### src/rtl/cuenta_ctrl_if.sv
// Signal bundle between the event-counter sequencer and its environment.
// master drives raw event, commands and counter value; slave drives strobes, status and scan.
interface cuenta_ctrl_if;
    logic        evento;
    logic        start;
    logic        stop;
    logic        clear;
    logic        lap;
    logic [15:0] digits_in;
    logic        cnt_inc;
    logic        cnt_clr;
    logic        running;
    logic        overflow;
    logic        lap_active;
    logic [3:0]  disp_sel;
    logic [3:0]  disp_digit;

    modport master (
        output evento, start, stop, clear, lap, digits_in,
        input  cnt_inc, cnt_clr, running, overflow, lap_active, disp_sel, disp_digit
    );

    modport slave (
        input  evento, start, stop, clear, lap, digits_in,
        output cnt_inc, cnt_clr, running, overflow, lap_active, disp_sel, disp_digit
    );
endinterface

### src/rtl/cuenta_ctrl.sv
// Run-state sequencer for the 4-digit BCD counter with lap freeze and 7-seg digit scan.
// Latency: evento to cnt_inc 3 clk, command level to state/cnt_clr 2 clk; no backpressure, events outside RUN are dropped.
module cuenta_ctrl #(
    parameter int SCAN_DIV = 50000
) (
    input  logic         clk,
    input  logic         reset,
    cuenta_ctrl_if.slave bus
);
    localparam int DIV_W = $clog2(SCAN_DIV);
    localparam int C_START = 0;
    localparam int C_STOP  = 1;
    localparam int C_CLEAR = 2;
    localparam int C_LAP   = 3;

    typedef enum logic [1:0] {IDLE, RUN, PAUSE, FULL} state_t;

    state_t             state_q, state_d;
    logic               ev_s1_q, ev_s2_q, ev_d_q;
    logic [3:0]         cmd_q, cmd_prev_q;
    logic               cnt_inc_q, cnt_inc_d;
    logic               cnt_clr_q, cnt_clr_d;
    logic               running_q, running_d;
    logic               overflow_q, overflow_d;
    logic               lap_active_q, lap_active_d;
    logic [15:0]        disp_reg_q, disp_reg_d;
    logic [DIV_W-1:0]   div_q, div_d;
    logic [1:0]         idx_q, idx_d;
    logic [3:0]         disp_sel_q, disp_sel_d;
    logic [3:0]         disp_digit_q, disp_digit_d;
    logic               ev_rise;
    logic [3:0]         cmd_edge;

    always_comb begin
        ev_rise   = ev_s2_q & ~ev_d_q;
        cmd_edge  = cmd_q & ~cmd_prev_q;
        state_d   = state_q;
        cnt_inc_d = 1'b0;
        cnt_clr_d = 1'b0;

        // clear beats stop beats start; an event only counts when nothing else moves the state
        if (cmd_edge[C_CLEAR]) begin
            state_d   = IDLE;
            cnt_clr_d = 1'b1;
        end else begin
            case (state_q)
                IDLE:  if (cmd_edge[C_START]) state_d = RUN;
                RUN: begin
                    if (cmd_edge[C_STOP]) begin
                        state_d = PAUSE;
                    end else if (ev_rise) begin
                        if (bus.digits_in == 16'h9999) state_d = FULL;
                        else                           cnt_inc_d = 1'b1;
                    end
                end
                PAUSE: if (cmd_edge[C_START]) state_d = RUN;
                FULL:  state_d = FULL;
                default: state_d = IDLE;
            endcase
        end

        running_d    = (state_d == RUN);
        overflow_d   = (state_d == FULL);
        lap_active_d = cmd_edge[C_CLEAR] ? 1'b0 : (lap_active_q ^ cmd_edge[C_LAP]);
        disp_reg_d   = lap_active_q ? disp_reg_q : bus.digits_in;

        div_d = div_q + DIV_W'(1);
        idx_d = idx_q;
        if (div_q == DIV_W'(SCAN_DIV - 1)) begin
            div_d = '0;
            idx_d = idx_q + 2'd1;
        end
        disp_sel_d   = 4'b0001 << idx_d;
        disp_digit_d = disp_reg_q[{idx_d, 2'b00} +: 4];
    end

    always_ff @(posedge clk or posedge reset) begin
        if (reset) begin
            state_q      <= IDLE;
            ev_s1_q      <= 1'b0;
            ev_s2_q      <= 1'b0;
            ev_d_q       <= 1'b0;
            cmd_q        <= '0;
            cmd_prev_q   <= '0;
            cnt_inc_q    <= 1'b0;
            cnt_clr_q    <= 1'b0;
            running_q    <= 1'b0;
            overflow_q   <= 1'b0;
            lap_active_q <= 1'b0;
            disp_reg_q   <= '0;
            div_q        <= '0;
            idx_q        <= '0;
            disp_sel_q   <= 4'b0001;
            disp_digit_q <= '0;
        end else begin
            state_q      <= state_d;
            ev_s1_q      <= bus.evento;
            ev_s2_q      <= ev_s1_q;
            ev_d_q       <= ev_s2_q;
            cmd_q        <= {bus.lap, bus.clear, bus.stop, bus.start};
            cmd_prev_q   <= cmd_q;
            cnt_inc_q    <= cnt_inc_d;
            cnt_clr_q    <= cnt_clr_d;
            running_q    <= running_d;
            overflow_q   <= overflow_d;
            lap_active_q <= lap_active_d;
            disp_reg_q   <= disp_reg_d;
            div_q        <= div_d;
            idx_q        <= idx_d;
            disp_sel_q   <= disp_sel_d;
            disp_digit_q <= disp_digit_d;
        end
    end

    assign bus.cnt_inc    = cnt_inc_q;
    assign bus.cnt_clr    = cnt_clr_q;
    assign bus.running    = running_q;
    assign bus.overflow   = overflow_q;
    assign bus.lap_active = lap_active_q;
    assign bus.disp_sel   = disp_sel_q;
    assign bus.disp_digit = disp_digit_q;
endmodule

### src/flat_wrapper.sv
// flat-port wrapper written by rule: the top's interface ports become plain ports
module cuenta_ctrl_flat 
#(
    parameter int SCAN_DIV = 50000
)
  (clk, reset, bus_evento, bus_start, bus_stop, bus_clear, bus_lap, bus_digits_in, bus_cnt_inc, bus_cnt_clr, bus_running, bus_overflow, bus_lap_active, bus_disp_sel, bus_disp_digit);
  cuenta_ctrl_if bus_i ();
  input  logic clk;
  input  logic reset;
  input wire logic [$bits(bus_i.evento)-1:0] bus_evento;
  input wire logic [$bits(bus_i.start)-1:0] bus_start;
  input wire logic [$bits(bus_i.stop)-1:0] bus_stop;
  input wire logic [$bits(bus_i.clear)-1:0] bus_clear;
  input wire logic [$bits(bus_i.lap)-1:0] bus_lap;
  input wire logic [$bits(bus_i.digits_in)-1:0] bus_digits_in;
  output wire logic [$bits(bus_i.cnt_inc)-1:0] bus_cnt_inc;
  output wire logic [$bits(bus_i.cnt_clr)-1:0] bus_cnt_clr;
  output wire logic [$bits(bus_i.running)-1:0] bus_running;
  output wire logic [$bits(bus_i.overflow)-1:0] bus_overflow;
  output wire logic [$bits(bus_i.lap_active)-1:0] bus_lap_active;
  output wire logic [$bits(bus_i.disp_sel)-1:0] bus_disp_sel;
  output wire logic [$bits(bus_i.disp_digit)-1:0] bus_disp_digit;
  assign bus_i.evento = bus_evento;
  assign bus_i.start = bus_start;
  assign bus_i.stop = bus_stop;
  assign bus_i.clear = bus_clear;
  assign bus_i.lap = bus_lap;
  assign bus_i.digits_in = bus_digits_in;
  assign bus_cnt_inc = bus_i.cnt_inc;
  assign bus_cnt_clr = bus_i.cnt_clr;
  assign bus_running = bus_i.running;
  assign bus_overflow = bus_i.overflow;
  assign bus_lap_active = bus_i.lap_active;
  assign bus_disp_sel = bus_i.disp_sel;
  assign bus_disp_digit = bus_i.disp_digit;
  cuenta_ctrl #(.SCAN_DIV(SCAN_DIV)) u_core (.clk(clk), .reset(reset), .bus(bus_i));
endmodule
### config.mk
export PLATFORM = sky130hd
export DESIGN_NAME = cuenta_ctrl_flat
export DESIGN_NICKNAME = d
export VERILOG_FILES = /design/src/rtl/cuenta_ctrl_if.sv /design/src/rtl/cuenta_ctrl.sv /design/src/flat_wrapper.sv
export SDC_FILE = /design/constraint.sdc
export NUM_CORES = 1
export LEC_CHECK = 0
export CORE_UTILIZATION = 30
export CTS_BUF_LIST = sky130_fd_sc_hd__clkbuf_8
export CTS_CLUSTER_DIAMETER = 80
export DETAILED_ROUTE_END_ITERATION = 12
export GPL_ROUTABILITY_DRIVEN = 0
export PLACE_DENSITY_LB_ADDON = 0.1
export SLEW_MARGIN = 20
export SYNTH_ARGS = -nofsm -noshare
export SYNTH_HDL_FRONTEND = slang
export SYNTH_SLANG_ARGS = --single-unit
### constraint.sdc
create_clock -name clk -period 5.6 [get_ports clk]
set_clock_uncertainty 0.05 [all_clocks]
set_input_delay 0.84 -clock clk [delete_from_list [all_inputs] [get_ports clk]]
set_output_delay 0.84 -clock clk [all_outputs]
set_load 0.005 [all_outputs]
=== Word-level counts from Yosys, hierarchy flattened ===
Index checks and enable logic that the tools add are counted.
Widths: inputs -> output; s select.

* Flip-flop bits (word level): 60
* Bits in latches: 0
* Bits in writable memories: 0
* ROM bits: 0
* Input port bits: 23
* Word-level logic and storage cells: 49
* Memories kept: 0

* $add $sub $neg: 2
* Multipliers: 0
* Divide/modulo/power cells: 0
* Magnitude comparators: 0
* Equal/unequal tests: 7
* Shift-type cells: 2
* Mux-type cells: 15
* Bitwise logic cells: 5
* Reduce and logical (&&, ||, !) cells: 2

{| class="wikitable"
|+ Operators by type and width
! kind !! count
|-
| $eq 16x16->1 const B || 2
|-
| $add 16x1->16 const B || 1
|-
| $mux 16 || 1
|-
| $shiftx 16x5->4 || 1
|-
| $mux 2 || 6
|-
| $mux 1 || 7
|-
| $eq 2x2->1 const B || 3
|-
| $pmux 2 s3 || 1
|-
| $and 4x4->4 || 1
|-
| $eq 2x1->1 const B || 2
|-
| $not 4->4 || 1
|-
| $shl 1x2->4 const A || 1
|-
| $add 2x1->2 const B || 1
|-
| $logic_not 2->1 || 1
|-
| $reduce_or 2->1 || 1
|-
| $and 1x1->1 || 1
|-
| $not 1->1 || 1
|-
| $xor 1x1->1 || 1
|}

=== Logic depth before layout (Yosys ltp) ===
* Depth after elaboration: 7
* Mapped depth: 7
* Mapped depth without buffers: 5

=== Worst setup path after synthesis ===
Ideal clock, no wire load.

* Path kind: in2reg
* From: in bus_digits_in[10]
* To: reg u_core.overflow_q, in the netlist u_core.bus.overflow
* Arrival time: 1.816 ns
* Required time: 5.483 ns
* Path slack: 3.667 ns
* Stages on the path: 4
* Path buffers: 0
* Cells stage by stage: nor4bb_1 nand4_1 a2111oi_2 and2_1

* Cells in the longest elaborated chain, start to end: 7

{| class="wikitable"
|+ Ends and longest elaborated chain
! element !! line !! text
|-
| start, declared || flat_wrapper.sv:15 || <nowiki>input wire logic [$bits(bus_i.digits_in)-1:0] bus_digits_in;</nowiki>
|-
| $eq 16x16->1 || cuenta_ctrl.sv:52 || <nowiki>if (bus.digits_in == 16'h9999) state_d = FULL;</nowiki>
|-
| $mux 2 || cuenta_ctrl.sv:52 ||
|-
| $mux 2 || cuenta_ctrl.sv:51 || <nowiki>end else if (ev_rise) begin</nowiki>
|-
| $mux 2 || cuenta_ctrl.sv:49 || <nowiki>if (cmd_edge[C_STOP]) begin</nowiki>
|-
| $pmux 2 s3 || cuenta_ctrl.sv:46 || <nowiki>case (state_q)</nowiki>
|-
| $mux 2 || cuenta_ctrl.sv:42 || <nowiki>if (cmd_edge[C_CLEAR]) begin</nowiki>
|-
| net u_core.state_d[1] || cuenta_ctrl.sv:18 || <nowiki>state_t state_q, state_d;</nowiki>
|-
| $eq 2x2->1 || cuenta_ctrl.sv:63 || <nowiki>overflow_d = (state_d == FULL);</nowiki>
|-
| net u_core.overflow_d || cuenta_ctrl.sv:24 || <nowiki>logic overflow_q, overflow_d;</nowiki>
|-
| end signal, assigned || cuenta_ctrl.sv:105 || <nowiki>overflow_q <= overflow_d;</nowiki>
|-
| end, declared || cuenta_ctrl.sv:24 ||
|}

The timed path passes the listed nets, and every way through them passes these cells.
A chain may end at the register's enable or synchronous reset.

=== Worst setup path after layout ===
* From: reg u_core.lap_active_q, in the netlist u_core.bus.lap_active
* To: out bus_lap_active

{| class="wikitable"
|+ RTL lines
! element !! line !! text
|-
| start, declared || cuenta_ctrl.sv:25 || <nowiki>logic lap_active_q, lap_active_d;</nowiki>
|-
| start signal, assigned || cuenta_ctrl.sv:106 || <nowiki>lap_active_q <= lap_active_d;</nowiki>
|-
| end, declared || flat_wrapper.sv:20 || <nowiki>output wire logic [$bits(bus_i.lap_active)-1:0] bus_lap_active;</nowiki>
|}

No word-level cell between the ends.

==> results.json <==
{
  "setup.worst_path.class": "register to output pin",
  "final_util_pct": 39.0,
  "crit_path_start": "u_core.bus.lap_active$_DFF_PP0_",
  "crit_chain": "clkdlybuf4s50_1",
  "synth_area_leader_cell": "dfrtp_1",
  "diodes": 0,
  "cts_tree": "yes",
  "hpwl_um": 3380,
  "placed_area_um2": 3080,
  "p_leak_nw": 1.35,
  "critPathCaptureType": "output pin",
  "die_w_um": 95.9,
  "synth_top_area_share_pct": 55.8,
  "worst_pin_slew_ns": 0.773,
  "ys.flop_type": "dfrtp_1",
  "avgSynthCellArea_um2": 12.1,
  "dr.pass1.iters": 4,
  "period_share_pct": 47.8,
  "grt_max_degree": 61,
  "drc": 0,
  "vias_per_cell": 4.60,
  "synthCells": 219,
  "finalPower_mw": 0.991,
  "synth_edf_count": 0,
  "layout-drive-gt1-share_pct": 16.7,
  "die-area_um2": 9200,
  "synth.area.top_cells": "dfrtp_1, mux2_2, mux2i_1",
  "core_um2": 8380,
  "tritoncts.num_buffers": 9,
  "synth.ff_latch_count": 60,
  "finalMaxSlewViolations": 0,
  "cts-htree-levels": 3,
  "hold_buffers": 0,
  "finish.instance_area_um2": 3270,
  "synth-async-reset-ratio_pct": 100,
  "yosysSeqAreaShare_pct": 56.8,
  "cp.required_ns": 4.71,
  "period_minus_slack_ns": 2.68,
  "ys_warn_count": 0,
  "root_buffer": "clkbuf_8",
  "drt_iter0_markers": 49,
  "antenna_found_initial": 0,
  "post_cts_resized": 0,
  "grt_pass1_vias": 1691,
  "critPathSlowestCell": "dfrtp_1",
  "hold_viol": 0,
  "cp_slowest_stage_delay_ns": 0.82,
  "synthTopCellsByCount": "dfrtp_1, mux2_2, nand2_1",
  "worstPathMaxFanout": 18,
  "hp-start": "u_core.ev_s1_q$_DFF_PP0_",
  "clock_latency_ns": 0.34,
  "irDropWorstVdd_v": 0.000139,
  "syn_to_final_growth_pct": 23.5,
  "grt-ovfl-total": 0,
  "reg2reg_depth": 6,
  "final_nets": 282,
  "grt.total_usage_pct": 12.4,
  "grt_first_pass_wirelength_um": 8240,
  "arrival_ns": 1.79,
  "whs_path_depth": 0,
  "stdcell_count": 368,
  "slew-limit-headroom_pct": 48.4,
  "clkTransAtPathRegs_ns": 0.07,
  "syn-num-nets": 243,
  "crit_path_start_kind": "register",
  "dp_cells": 352,
  "finalSetupTns_ns": 0,
  "routed_wirelength_um": 5020,
  "reg2reg_to": "u_core.bus.disp_digit[0]$_DFF_PP0_",
  "r2r-start": "u_core.div_q[0]$_DFF_PP0_",
  "critical-path-top-delay-family": "flip-flops",
  "yosysMostFrequentCell": "dfrtp_1",
  "wl_per_cell_um": 13.6,
  "num_rows": 33,
  "drv_cap": 0,
  "cp.depth": 1,
  "port_buffers": 35,
  "cellPowerDensity_nw_per_um2": 303,
  "status": "completed",
  "yosysUniqueCellTypes": 34,
  "start_util_pct": 31.6,
  "rsz0062_at_grt": "no",
  "cts_setup_buffers": 0,
  "fmax_mhz": 373,
  "finalSetupViolCount": 0,
  "cts.sinks": 60,
  "io_pins": 36,
  "worstHoldPathType": "register to register",
  "chipHeight_um": 95.9,
  "cts_buffer_depth": 2,
  "endpoint": "bus_lap_active",
  "rrSetupSlack_ns": 3.38,
  "via_count": 1693,
  "crit_buf_inv": 1,
  "antenna_left": 0,
  "netlist_area_um2": 2650
}
[kinds of logic (layout without fill, tap and decap cells)]
logic type               count (synthesis)  count (layout)  share of synthesized area [%]
adder cells (fa/ha/maj)                  1               1                          0.473
multiplexers                            36              36                           14.7
flip-flops                              60              60                           56.8
XOR/XNOR                                13              13                           4.30
AND/OR/NAND/NOR                         88              88                           18.3
AO/OA/AOI/OAI                            9               9                           2.84
buffers and inverters                   12              56                           2.69
[area by class of cell]
cell class	instances	area (µm²)
multi-input cells	147	1070
repair buffers	37	365
inverters	3	11.3
clock buffers	10	138
flip-flops and latches	60	1500
well taps	105	131
clock inverters	6	47.5
fillers	834	5110
[placed cells by master, fill, tap and decap left out, types with 3 or more instances in the layout]
master / Yosys / final
xor2_1: 3 / 3
xnor2_1: 10 / 10
nor4bb_1: 5 / 5
dfrtp_1: 59 / 59
mux2_2: 22 / 22
nand4_1: 4 / 4
clkdlybuf4s50_1: 0 / 35
a211o_1: 4 / 4
nand2_1: 21 / 21
nand3_1: 5 / 5
clkinvlp_4: 0 / 4
clkbuf_8: 0 / 10
nor2b_1: 11 / 11
nor3_1: 5 / 5
nor2_1: 18 / 18
nand2b_1: 10 / 10
mux2i_1: 14 / 14
[flip-flops by register name, indices dropped and copies added (netlist names), 2 cells and up]
register and count:
u_core.div_q 16, u_core.cmd_q 4, u_core.state_q 2, u_core.cmd_prev_q 4
u_core.bus.disp_sel 4, u_core.idx_q 2, u_core.disp_reg_q 16, u_core.bus.disp_digit 4
[how the worst min path moves through the flow]
stage	endpoint
2_1_floorplan	u_core.ev_s2_q$_DFF_PP0_
3_3_place_gp	u_core.ev_s2_q$_DFF_PP0_
3_5_place_dp	u_core.ev_s2_q$_DFF_PP0_
4_1_cts	u_core.ev_s2_q$_DFF_PP0_
5_1_grt	u_core.ev_s2_q$_DFF_PP0_
6_report	u_core.ev_s2_q$_DFF_PP0_
[stage by stage]
stage          hold slack [ns]  setup WS (ns)
2_1_floorplan            0.281           3.23
3_3_place_gp             0.283           2.90
3_5_place_dp             0.288           2.85
4_1_cts                  0.305           2.88
5_1_grt                  0.309           2.80
6_report                 0.303           2.92
[power by group]
| group | switching (mW) | total (mW) | leakage, nW | internal, mW |
|---|---|---|---|---|
| combinational | 0.0443 | 0.123 | 0.525 | 0.0789 |
| clock | 0.184 | 0.359 | 0.0815 | 0.175 |
| sequential | 0.0343 | 0.508 | 0.742 | 0.474 |
| total | 0.262 | 0.991 | 1.35 | 0.728 |
[worst reg2reg max path, delay by kind of cell (launching register included)]
family	cells	cell delay, ns
simple gates	2	0.48
flops	1	0.39
compound gates	1	0.25
buf+inv	1	0.33
mux	1	0.39
fa+ha+maj	1	0.22
[metal layers]
metal	up-vias	track usage, %	routed length, µm
met1	817	16.8	2580
met4	0	4.10	30
met2	38	17.6	2170
li1	836	-	-
met3	2	5.37	239
met5	-	0	0
Note: power is estimated with default switching activity, not from simulation.
